File: src/rtl/mod_updown_counter.sv
// mod_updown_counter: modulo-N up/down counter with load, run-once stop and cascade carry
module mod_updown_counter #(
    parameter int WIDTH   = 4,
    parameter int MODULUS = 10
) (
    input  logic             clk,
    input  logic             reset,
    input  logic             enable,
    input  logic             up,
    input  logic             one_shot,
    input  logic             load,
    input  logic [WIDTH-1:0] load_value,
    output logic [WIDTH-1:0] count,
    output logic             carry_out,
    output logic             stopped
);
    if (MODULUS < 2 || longint'(MODULUS) > (longint'(1) << WIDTH)) begin : g_bad_modulus
        $error("mod_updown_counter: MODULUS out of range for WIDTH");
    end

    localparam logic [WIDTH-1:0] MAX = WIDTH'(MODULUS - 1);

    typedef enum logic {RUN, STOP} state_t;

    state_t           state, state_n;
    logic [WIDTH-1:0] count_n, term;
    logic             at_term, step;

    // terminal value follows the current direction; the carry fires on wrap or terminate edges
    always_comb begin
        term      = up ? MAX : '0;
        at_term   = count == term;
        step      = enable & (state == RUN);
        carry_out = step & at_term & ~load & ~reset;
        count_n   = load ? ((load_value > MAX) ? MAX : load_value)
                  : !step ? count
                  : at_term ? (one_shot ? count : (up ? '0 : MAX))
                  : up ? count + 1'b1 : count - 1'b1;
        state_n   = load ? RUN : (step & at_term & one_shot) ? STOP : state;
    end

    // count, state and stopped flag registers with synchronous reset
    always_ff @(posedge clk) begin
        if (reset) begin
            state   <= RUN;
            count   <= '0;
            stopped <= 1'b0;
        end else begin
            state   <= state_n;
            count   <= count_n;
            stopped <= state_n == STOP;
        end
    end
endmodule

File: config.mk
export PLATFORM = sky130hd
export DESIGN_NAME = mod_updown_counter
export DESIGN_NICKNAME = d
export VERILOG_FILES = /design/src/rtl/mod_updown_counter.sv
export SDC_FILE = /design/constraint.sdc
export NUM_CORES = 1
export LEC_CHECK = 0
export CAP_MARGIN = 20
export CORE_AREA = 5 5 42 44
export DETAILED_ROUTE_END_ITERATION = 8
export DIE_AREA = 0 0 47 49
export DONT_BUFFER_PORTS = 1
export GPL_TIMING_DRIVEN = 0
export HOLD_SLACK_MARGIN = 0.03
export SYNTH_ARGS = -nofsm -noshare
export SYNTH_HDL_FRONTEND = slang
export SYNTH_SLANG_ARGS = --single-unit
File: constraint.sdc
create_clock -name clk -period 1.4 [get_ports clk]
set_input_delay 0.07 -clock clk [delete_from_list [all_inputs] [get_ports clk]]
set_output_delay 0.07 -clock clk [all_outputs]
set_load 0.01 [all_outputs]
Word level (Yosys, flattened, before mapping):

Cells that the tools add are included.

* add/sub/neg operators: 2
* magnitude comparators: 1
* eq/ne operators: 2
* mux-type cells: 8
* bitwise logic cells: 8
* reduce and logical (&&, ||, !) cells: 3

Operators by type and width (number)
* $mux W4: 8
* $and A1 B1 Y1: 5
* $add A4 B1 Y4 const B: 1
* $eq A4 B4 Y1: 1
* $gt A4 B4 Y1 const B: 1
* $sub A4 B1 Y4 const B: 1
* $ne A3 B3 Y1 const B: 1
* $not A1 Y1: 3
* $reduce_and A2 Y1: 1
* $reduce_bool A2 Y1: 1
* $reduce_or A2 Y1: 1

* register bits after elaboration: 5
* output and inout port bits: 6

Longest topological paths before layout:

* depth in word-level cells: 5
* gate-level depth with buffers: 6
* depth with buffers taken out: 6

Worst setup path after synthesis:

No wires, ideal clock.

* path kind: reg-to-reg
* from: register count[0]
* to: register stopped
* library setup time: 59 ps
* arrival time: 1374 ps
* data required time: 1341 ps
* slack: -33 ps
* stages on the path, launching flop included: 5
* clock period less this slack: 1433 ps
* cell sequence: dfxtp_1 and3_4 o21ai_2 nor4_2 a22o_1

* word-level cells in the longest chain between the ends: 3

RTL lines
* start: declaration: line 13 `output logic [WIDTH-1:0] count,`
* start signal: assignment: line 50 `count <= count_n;`
* $eq A4 B4 Y1: line 32 `at_term = count == term;`
* $and A1 B1 Y1 (2 in series): line 39 `state_n = load ? RUN : (step & at_term & one_shot) ? STOP : state;`
* end signal: assignment: line 47 `stopped <= 1'b0;`
* end signal: assignment: line 51 `stopped <= state_n == STOP;`
* end: declaration: line 15 `output logic stopped`

No other way between the ends.
A chain may end at the register's enable or synchronous reset.

Worst setup path in the final report:

* from: register count[3]
* to: register count[3]

* word-level cells in the longest chain between the ends: 5
* elaborated cells on any way between the ends: 9

RTL lines
* $sub A4 B1 Y4 / $add A4 B1 Y4 (equally long branches): line 38 `: up ? count + 1'b1 : count - 1'b1;`
* $mux W4: line 38
* $mux W4: line 37 `: at_term ? (one_shot ? count : (up ? '0 : MAX))`
* $mux W4: line 36 `: !step ? count`
* $mux W4: line 35 `count_n = load ? ((load_value > MAX) ? MAX : load_value)`

Several ways; a longest one is shown, not always the timed one. The select of a mux whose other input is x is not followed.

==> results.json <==
{
  "vias": 475,
  "final_common_cell": "buf_4",
  "wirelength_um": 1340,
  "vias_per_cell": 5.59,
  "start_kind": "register",
  "cts.sinks": 5,
  "initial_core_util_pct": 32.9,
  "synth_top_family_by_area": "simple AND/OR/NAND/NOR gates",
  "place_area_um2": 490,
  "io_pins": 16,
  "synth.distinct_cells": 34,
  "rsz0062_at_grt": "true",
  "numCtsBuffers": 3,
  "cp-endpoint": "count[3]$_SDFFE_PP0P_",
  "worstHoldPathType": "in2reg",
  "ys_seq_area_share_pct": 21.7,
  "fin_area_um2": 673,
  "gp_congestion": 0.723,
  "whs_ns": 0.0366,
  "violations": "setup timing",
  "first_global_vias": 487,
  "setup_violations": 4,
  "tightestPinTransition_ns": 0.519,
  "irDropWorstVdd_v": 0.000284,
  "portBuffers": 0,
  "synthTopCellsByArea": "dfxtp_1 (22%), ha_1 (5.4%), a211oi_1 (4.9%)",
  "cts_buffer_depth": 2,
  "power_mw": 0.534,
  "clk_latency_ns": 0.24,
  "crit_buf_inv": 1,
  "cts_tree": "done",
  "drc": 0,
  "die_y_um": 49,
  "grt_antenna_before_repair": 0,
  "setup_ws_ns": -0.0733,
  "p_comb_share_pct": 33.1,
  "cts_root_buf": "clkbuf_4",
  "yosysWarnings": 0,
  "drt_iter0_drc": 11,
  "num_rows": 14,
  "syn-num-nets": 65,
  "clkTransAtPathRegs_ns": 0.04,
  "reg2regPathDepth": 5,
  "p_leak_nw": 0.263,
  "reg2reg_to": "count[3]$_SDFFE_PP0P_",
  "finalCriticalPeriod_ns": 1.47,
  "worstSetupEndpointType": "register",
  "finalSetupTns_ns": -0.125,
  "p_int_mw": 0.356,
  "synthSimpleGateAreaFrac_pct": 28.7,
  "drive_gt1_share_pct": 36.2,
  "p_clk_share_pct": 32.4,
  "muxShareOfSynthArea_pct": 2.17,
  "worstSetupPathType": "reg2reg",
  "outcome": "complete, but fails checks",
  "firstDrtPassIters": 4,
  "syn_to_final_growth_pct": 45.8,
  "syn_area_per_cell_um2": 8.88,
  "slew_violations": 0,
  "max_freq_mhz": 679,
  "swShare_pct": 33.2,
  "netlist_instances": 52,
  "final_cell_mix": "buf_4 (7), dlygate4sd3_1 (6)",
  "cpPeakStageDelay_ns": 0.36,
  "synthAdderAreaFrac_pct": 9.76,
  "maxCapViolCount": 0,
  "synth.largest_area_cell": "dfxtp_1",
  "fin_cells": 85,
  "path_delay_family": "simple AND/OR/NAND/NOR gates",
  "grtUsageTotal_pct": 12.8,
  "critical_path_required_ns": 1.56,
  "path_cells": "buf_6, and3_4, a211oi_2, or3b_1, a31oi_1",
  "startpoint": "count[3]$_SDFFE_PP0P_",
  "worst-path-stages": 5,
  "ant_nets": 0,
  "worst_path_max_delay_cell": "or3b_1",
  "relSlewSlack_pct": 65.4,
  "nets": 83,
  "ys_seq_elements": 5,
  "synth_xor_area_share_pct": 3.79,
  "grt_pass1_wl_um": 2190,
  "grt_max_degree": 11,
  "p_seq_share_pct": 34.5,
  "power_density_nw_per_um2": 793,
  "wl_per_cell_um": 15.8,
  "htree_levels": 1,
  "r2r_slack_ns": -0.07,
  "fin_util_pct": 48.0,
  "core_um2": 1400,
  "reg2reg_from": "count[3]$_SDFFE_PP0P_",
  "num_antenna_cells": 0,
  "netlist.area_leader.share_pct": 21.7,
  "die_w_um": 47,
  "crit_path_max_fanout": 4,
  "place_ws_ns": -0.177,
  "clock_skew_ns": 0.00364,
  "die_area_um2": 2300,
  "grt-ovfl-total": 0,
  "switchingPower_mw": 0.177,
  "cp.arrival_ns": 1.63,
  "synth_compound_area_share_pct": 28.2,
  "netlist_area_um2": 462,
  "hpwl_um": 881,
  "placedCellCount": 68,
  "hold_violations": 0,
  "period_share_pct": 105
}
power by group through the flow:
stage,clock network (mW),logic [mW],registers [mW]
5_1_grt,0.186,0.193,0.187
3_3_place_gp,0,0.124,0.182
3_5_place_dp,0,0.126,0.182
6_report,0.173,0.176,0.184
4_1_cts,0.176,0.165,0.182
2_1_floorplan,0,0.106,0.175
cells in the mapped netlist:
master	number
a31o_2	1
nand2b_1	1
ha_1	2
clkbuf_1	1
xor2_1	2
o21ai_0	2
a31oi_1	1
a21o_1	1
nand4b_1	1
a221oi_1	2
nor3b_2	1
o2111ai_1	1
nand3_1	3
nor3_2	1
nor2_1	4
inv_1	3
buf_6	1
and3_1	1
nor4_2	1
or3b_1	1
fa_1	1
and3_4	1
nand2b_2	1
o21ai_2	1
a211oi_2	1
a22o_1	1
nand2_1	1
a211oi_1	3
mux2i_1	1
nor3b_1	1
dfxtp_1	5
a21oi_1	2
a311oi_1	1
nand4_1	1
how the worst min path moves through the flow:
stage / from / endpoint / slack (ns) / cells after the start
finish: one_shot / count[3]$_SDFFE_PP0P_ / 0.04 / 2
global route: load_value[3] / count[1]$_SDFFE_PP0P_ / 0.05 / 2
CTS: one_shot / stopped$_SDFFE_PP0P_ / -0.05 / 1
detailed placement: reset / count[3]$_SDFFE_PP0P_ / 0.15 / 1
global placement: reset / count[0]$_SDFFE_PP0P_ / 0.15 / 1
floorplan: reset / count[3]$_SDFFE_PP0P_ / 0.14 / 1
area by class of cell:
cell class	count	area (µm²)
timing repair buffer	13	113
fill	153	728
clock buffer	4	26.3
inverter	3	11.3
buffer	2	15.0
sequential	5	110
multi-input combinational	42	378
tap	16	20.0
cell families after synthesis:
kind of cell / after synthesis
xor gates and xnor gates: 2
DFF: 5
buffers and inverters: 5
AOI/OAI and AO/OA: 17
and+or+nand+nor: 19
muxes: 1
adders and majority gates: 3
flip-flops by register name, summed over array words and instances (netlist names):
signal / cells
count: 4
stopped: 1
routing by layer:
metal	global-route usage (%)	vias to the layer above	routed length, µm
met1	16.8	219	586
met5	0	-	0
met2	19.5	20	652
li1	-	236	-
met4	4.15	0	0
met3	4.06	0	104
worst register-to-register path, stage by stage, from the launching register on:
cell and delay [ns]:
dfxtp_4 0.35, buf_6 0.13, and3_4 0.18, a211oi_2 0.20
or3b_1 0.36, a31oi_1 0.17
what timing repair did:
item / CTS / global route
hold endpoints to repair: 5 / 1
setup endpoints to repair: 6 / 6
gates resized for setup: 8 / 5
hold buffers: 5 / 1
pin swaps: 6 / 9
buffers inserted: 6 / 1
Power figures use the tool's default switching activity.
